--- src/rtl/gate_array_pkg.sv ---
// Shared op encoding, packet state and base-op helpers for gate_array_pipe.
package gate_array_pkg;

    localparam logic [2:0] OP_AND  = 3'b000;
    localparam logic [2:0] OP_OR   = 3'b001;
    localparam logic [2:0] OP_XOR  = 3'b010;
    localparam logic [2:0] OP_NAND = 3'b011;
    localparam logic [2:0] OP_NOR  = 3'b100;
    localparam logic [2:0] OP_XNOR = 3'b101;
    localparam logic [2:0] OP_PASS = 3'b110;
    localparam logic [2:0] OP_NOT  = 3'b111;

    typedef enum logic {
        IDLE  = 1'b0,
        ACCUM = 1'b1
    } pkt_state_e;

    typedef enum logic [1:0] {
        BASE_AND = 2'd0,
        BASE_OR  = 2'd1,
        BASE_XOR = 2'd2
    } base_e;

    // Base fold operation underlying an op; PASS/NOT do not use the fold.
    function automatic base_e base_of(input logic [2:0] op);
        case (op)
            OP_AND, OP_NAND: return BASE_AND;
            OP_OR,  OP_NOR:  return BASE_OR;
            default:         return BASE_XOR;
        endcase
    endfunction

    // Ops whose final value is inverted once.
    function automatic logic inv_of(input logic [2:0] op);
        return (op == OP_NAND) || (op == OP_NOR) || (op == OP_XNOR) || (op == OP_NOT);
    endfunction

    // Ops that forward operand 0 instead of the folded value.
    function automatic logic pass_of(input logic [2:0] op);
        return (op == OP_PASS) || (op == OP_NOT);
    endfunction

endpackage

--- src/rtl/gate_reduce.sv ---
// Combinational NIN-operand bitwise reducer for one base op.
module gate_reduce
    import gate_array_pkg::*;
#(
    parameter int unsigned WIDTH = 8,
    parameter int unsigned NIN   = 4
) (
    input  logic [NIN*WIDTH-1:0] data,
    input  base_e                base,
    output logic [WIDTH-1:0]     result_c
);

    // Fold operands 1..NIN-1 onto operand 0.
    always_comb begin
        result_c = data[WIDTH-1:0];
        for (int unsigned k = 1; k < NIN; k++) begin
            case (base)
                BASE_AND: result_c = result_c & data[k*WIDTH +: WIDTH];
                BASE_OR:  result_c = result_c | data[k*WIDTH +: WIDTH];
                default:  result_c = result_c ^ data[k*WIDTH +: WIDTH];
            endcase
        end
    end

endmodule

--- src/rtl/gate_array_pipe.sv ---
// Bitwise gate array over NIN operands with per-beat and packet-accumulation modes.
module gate_array_pipe
    import gate_array_pkg::*;
#(
    parameter int unsigned WIDTH = 8,
    parameter int unsigned NIN   = 4
) (
    input  logic                 clk,
    input  logic                 rst_n,
    input  logic [NIN*WIDTH-1:0] in_data,
    input  logic [2:0]           op,
    input  logic                 acc_en,
    input  logic                 in_last,
    input  logic                 in_valid,
    output logic                 in_ready,
    output logic [WIDTH-1:0]     out_data,
    output logic                 out_valid,
    input  logic                 out_ready
);

    pkt_state_e       state_q, state_d;
    logic [2:0]       op_q, op_d;
    logic [WIDTH-1:0] acc_q, acc_d;
    logic [WIDTH-1:0] out_data_q, out_data_d;
    logic             out_valid_q, out_valid_d;

    logic [2:0]       eff_op_c;
    base_e            base_c;
    logic [WIDTH-1:0] red_c;
    logic [WIDTH-1:0] fold_c;
    logic [WIDTH-1:0] res_c;
    logic             xfer_c;
    logic             emit_c;

    // Mid-packet beats use the op latched on the first beat.
    assign eff_op_c = (state_q == ACCUM) ? op_q : op;
    assign base_c   = base_of(eff_op_c);
    assign in_ready = !out_valid_q || out_ready;
    assign xfer_c   = in_valid && in_ready;

    gate_reduce #(
        .WIDTH (WIDTH),
        .NIN   (NIN)
    ) u_reduce (
        .data     (in_data),
        .base     (base_c),
        .result_c (red_c)
    );

    // Merge this beat into the running fold and form the final result.
    always_comb begin
        fold_c = red_c;
        if (state_q == ACCUM) begin
            case (base_c)
                BASE_AND: fold_c = acc_q & red_c;
                BASE_OR:  fold_c = acc_q | red_c;
                default:  fold_c = acc_q ^ red_c;
            endcase
        end
        res_c = pass_of(eff_op_c) ? in_data[WIDTH-1:0] : fold_c;
        if (inv_of(eff_op_c)) begin
            res_c = ~res_c;
        end
    end

    // Next-state, accumulator and output register updates.
    always_comb begin
        state_d     = state_q;
        op_d        = op_q;
        acc_d       = acc_q;
        out_data_d  = out_data_q;
        out_valid_d = out_valid_q;
        emit_c      = 1'b0;

        if (out_valid_q && out_ready) begin
            out_valid_d = 1'b0;
        end

        case (state_q)
            IDLE: begin
                if (xfer_c) begin
                    if (acc_en && !in_last) begin
                        state_d = ACCUM;
                        op_d    = op;
                        acc_d   = fold_c;
                    end else begin
                        emit_c = 1'b1;
                    end
                end
            end
            ACCUM: begin
                if (xfer_c) begin
                    if (in_last) begin
                        state_d = IDLE;
                        emit_c  = 1'b1;
                    end else begin
                        acc_d = fold_c;
                    end
                end
            end
            default: state_d = IDLE;
        endcase

        if (emit_c) begin
            out_valid_d = 1'b1;
            out_data_d  = res_c;
        end
    end

    // State, accumulator and output registers.
    always_ff @(posedge clk or negedge rst_n) begin
        if (!rst_n) begin
            state_q     <= IDLE;
            op_q        <= 3'b000;
            acc_q       <= '0;
            out_data_q  <= '0;
            out_valid_q <= 1'b0;
        end else begin
            state_q     <= state_d;
            op_q        <= op_d;
            acc_q       <= acc_d;
            out_data_q  <= out_data_d;
            out_valid_q <= out_valid_d;
        end
    end

    assign out_data  = out_data_q;
    assign out_valid = out_valid_q;

endmodule

--- config.mk ---
export PLATFORM = sky130hd
export DESIGN_NAME = gate_array_pipe
export DESIGN_NICKNAME = d
export VERILOG_FILES = /design/src/rtl/gate_array_pkg.sv /design/src/rtl/gate_reduce.sv /design/src/rtl/gate_array_pipe.sv
export SDC_FILE = /design/constraint.sdc
export NUM_CORES = 1
export LEC_CHECK = 0
export ABC_CLOCK_PERIOD_IN_PS = 10300
export BUFFER_PORTS_ARGS = -buffer_cell sky130_fd_sc_hd__buf_2
export CELL_PAD_IN_SITES_DETAIL_PLACEMENT = 0
export CELL_PAD_IN_SITES_GLOBAL_PLACEMENT = 1
export CORE_AREA = 2 2 96 98
export DETAILED_ROUTE_END_ITERATION = 10
export DIE_AREA = 0 0 98 100
export GPL_TIMING_DRIVEN = 0
export HOLD_SLACK_MARGIN = 0.1
export PLACE_DENSITY_LB_ADDON = 0.1
export SETUP_SLACK_MARGIN = 0.15
export SYNTH_ARGS = -nofsm -noshare
export SYNTH_HDL_FRONTEND = slang
export SYNTH_HIERARCHICAL = 1
export SYNTH_SLANG_ARGS = --single-unit
export TNS_END_PERCENT = 5
--- constraint.sdc ---
create_clock -name clk -period 10.3 [get_ports clk]
set_input_delay 2.06 -clock clk [delete_from_list [all_inputs] [get_ports clk]]
set_output_delay 2.06 -clock clk [all_outputs]
set_load 0.01 [all_outputs]
==> qor.log <==
qor: sta.setup-tns-final 0 ns
qor: sta.report.final.slew_viol_count 0
qor: power.cellLeakagePower 1.93 nW
qor: die.initial_utilization 38.2%
qor: global_routing.grt_first_pass_wirelength 15400 microns
qor: sta.grt_setup_unrepaired no
qor: global_routing.global_route_overflow 0
qor: die.num_rows 35
qor: clocking.numCtsBuffers 3
qor: global_routing.grt_use_total 19.3%
qor: clocking.cts-htree-levels 1
qor: synth.async_reset_ff_share 100%
qor: clocking.cts_hold_buf 0
qor: sta.worst-slew-pin-transition 0.667 ns
qor: hold_path.timing.hold.worst_path_depth 1
qor: power.power.density_cell_area 193 nW/um^2
qor: die.die_height 100 microns
qor: clocking.clock_latency 0.27 ns
qor: routing.drt-initial-drc-count 129
qor: critical_path.worst-path-stages 18
qor: routing.dr.pass1.iters 4
qor: synth.synth-edff-count 0
qor: critical_path.r2r-start state_q
qor: layout.layout.nets 582
qor: global_routing.number_of_global_route_vias_before_repair 3088
qor: clocking.postCtsResizedCells 0
qor: routing.postRouteWirelength 9050 microns
qor: layout.layout.cells.most_common sky130_fd_sc_hd__ha_1
qor: critical_path.path_common_cell sky130_fd_sc_hd__ha_1
qor: clocking.cts_root_buffer sky130_fd_sc_hd__clkbuf_8
qor: sta.fin_worst_skew 0.00257 ns
qor: die.overall_die_area 9800 sq um
qor: clocking.cts_tree done
qor: sta.hold_viol 0
qor: placement.gp_routability_congestion 0.834
qor: critical_path.reg2reg_setup_slack 5.37 ns
qor: synth.ys_flop_type sky130_fd_sc_hd__dfrtp_1
qor: sta.period_share 57.2%
qor: sta.maxSlewHeadroom 55.2%
qor: layout.final_core_utilization 43.0%
qor: critical_path.critical_path_arrival 6.08 ns
qor: synth.synth_cell_types 44
qor: synth.seq_area_frac_synth 15.5%
qor: die.floorplan.die.width 98 microns
qor: synth.avgSynthCellArea 8.02 sq um
qor: clocking.cts.sinks 21
qor: global_routing.maximum_number_of_pins_on_one_net_before_global_route_repair 22
qor: critical_path.cpLargestDelayFamily compound AO/OA/AOI/OAI gates
qor: critical_path.worstPathMaxFanout 10
qor: critical_path.criticalPathCategory input pin to flop
qor: clocking.cts_setup_buffers 0
qor: synth.synthesized_flop_and_latch_total 21
qor: hold_path.worstHoldPathType flop to flop
qor: clocking.cts_buffer_depth 2
qor: die.floorplan.core_area 8890 sq um
qor: layout.postLayoutCellArea 3820 sq um
qor: synth.synthesis.nets 528
qor: routing.avgRoutedWirePerCell 15.4 microns
qor: synth.yosys_warnings 6
qor: critical_path.worst_ep_required_time 10.48 ns
qor: hold_path.timing.hold.worst.start acc_q[3]
qor: placement.placement.cell_area 3780 sq um
qor: critical_path.crit-reg2reg-capture out_data[6]
qor: layout.mostFrequentLayoutCells sky130_fd_sc_hd__ha_1, sky130_fd_sc_hd__buf_2, sky130_fd_sc_hd__inv_1
qor: routing.drc 0
qor: run_status.outcome complete, no violations
qor: critical_path.critPathBufInv 4
qor: hold_path.hold-path-endpoint acc_q[3]
qor: critical_path.setup.worst_path.start_class input pin
qor: synth.netlist_area 3390 sq um
qor: sta.fin_worst_hold_slack 0.515 ns
qor: critical_path.critical-path-max-stage-delay 0.55 ns
qor: layout.drive_gt1_share 17.4%
qor: placement.portBuffers 49
qor: sta.timing.fmax 0.170 GHz
qor: critical_path.worst-r2r-cell-count 19
qor: synth.postSynthCellCount 423
qor: layout.area.growth.synth_to_final 12.7%
qor: routing.via_count 3064
qor: die.top_level_ports 51
qor: power.max-vdd-ir-drop 0.0717 mV
qor: job.drv_cap 0
qor: global_routing.grt_antenna_before_repair 0
qor: sta.period_minus_slack 5.89 ns
qor: critical_path.worst_setup_path_end_kind flop
qor: critical_path.critical_path.cell_chain buf_2, xnor2_1, o31ai_1, buf_6, buf_6, nor2_1, o31a_1, ha_1, and2_1, o31a_1, ha_1, and2_1, o31ai_1, inv_1, ha_1, o21ai_0, a221o_1, a221oi_2
qor: sta.setup_viol_count_final 0
qor: layout.antenna_cells 0
qor: placement.hpwl 7070 microns
qor: critical_path.worst_path_max_delay_cell sky130_fd_sc_hd__o31ai_1
qor: clocking.cts_clk_pin_slew_worst_paths 0.09 ns
qor: routing.count_of_nets_left_with_antenna_violations_after_detail_routing 0
qor: routing.via_per_inst 5.22
[flip-flops by register name, summed over array words and instances, names as in the netlist]
name / flops
out_valid: 1
acc_q: 8
state_q: 1
op_q: 3
out_data: 8
[area by class of cell]
class / count / area (sq um)
clock buffer: 4 / 45.0
fill: 967 / 5070
tap: 111 / 139
timing repair buffer: 49 / 245
buffer: 24 / 173
multi-input combinational: 324 / 2490
sequential: 21 / 526
inverter: 54 / 203
[power by group]
group	switching [W]	internal [W]
Combinational	0.000314	0.000227
Sequential	0.0000216	0.000117
Clock	0.0000311	0.0000277
[layer usage]
layer | up-vias | track usage [%] | wire length (microns)
li1 | 1562 | - | -
met1 | 1450 | 26.6 | 4440
met2 | 46 | 33.1 | 4280
met3 | 6 | 2.65 | 267
met4 | 0 | 2.56 | 68
met5 | - | 0 | 0
[worst max path at each step]
stage | startpoint | to
global route | op[2] | out_data[7]
global placement | op[2] | out_data[7]
CTS | op[2] | out_data[7]
detailed placement | op[2] | out_data[7]
floorplan | op[0] | out_data[3]
finish | op[2] | out_data[6]
[synthesized netlist by cell type, drive strengths merged (4+ instances only)]
cell / number / area share (%)
nor2: 42 / 4.6
and2: 21 / 3.9
dfrtp: 21 / 15
o21ai: 14 / 2.4
a22oi: 10 / 2.2
o31a: 18 / 4.6
a211oi: 6 / 1.3
nor2b: 17 / 3.1
a221o: 5 / 1.5
a21oi: 14 / 2.1
buf: 19 / 4.5
inv: 54 / 6.0
ha: 64 / 24
nand2: 30 / 3.3
mux2: 4 / 1.3
o31ai: 23 / 5.1
nor3b: 4 / 0.89
nand2b: 9 / 1.7
xor2: 9 / 2.5
clkbuf: 5 / 0.59
mux2i: 4 / 1.5
[worst reg2reg max path, delay by kind of cell (launching register included)]
| family | cells | cell delay [ns] |
|---|---|---|
| adder cells (fa/ha/maj) | 3 | 0.63 |
| AO/OA/AOI/OAI | 7 | 2.32 |
| flip-flops | 1 | 0.41 |
| buffers and inverters | 6 | 1.11 |
| AND/OR/NAND/NOR | 3 | 0.37 |
[kinds of logic (layout without fill, tap and decap cells)]
| kind of cell | Yosys count | in the layout | synth area share, % |
|---|---|---|---|
| AO/OA/AOI/OAI | 106 | 106 | 23.4 |
| XOR/XNOR | 12 | 12 | 3.32 |
| adder cells (fa/ha/maj) | 64 | 64 | 23.6 |
| buffers and inverters | 78 | 131 | 11.1 |
| flip-flops | 21 | 21 | 15.5 |
| multiplexers | 8 | 8 | 2.88 |
| AND/OR/NAND/NOR | 134 | 134 | 20.2 |
[stage by stage]
step                      std cells  power (W)  setup slack (ns)
after detailed placement        583   0.000685              4.11
final                           587   0.000738              4.41
after global routing            587   0.000827              4.10
after floorplan                 423   0.000538              4.80
after global placement          583   0.000675              4.23
after CTS                       587   0.000748              4.38
(Power assumes the default switching activity.)
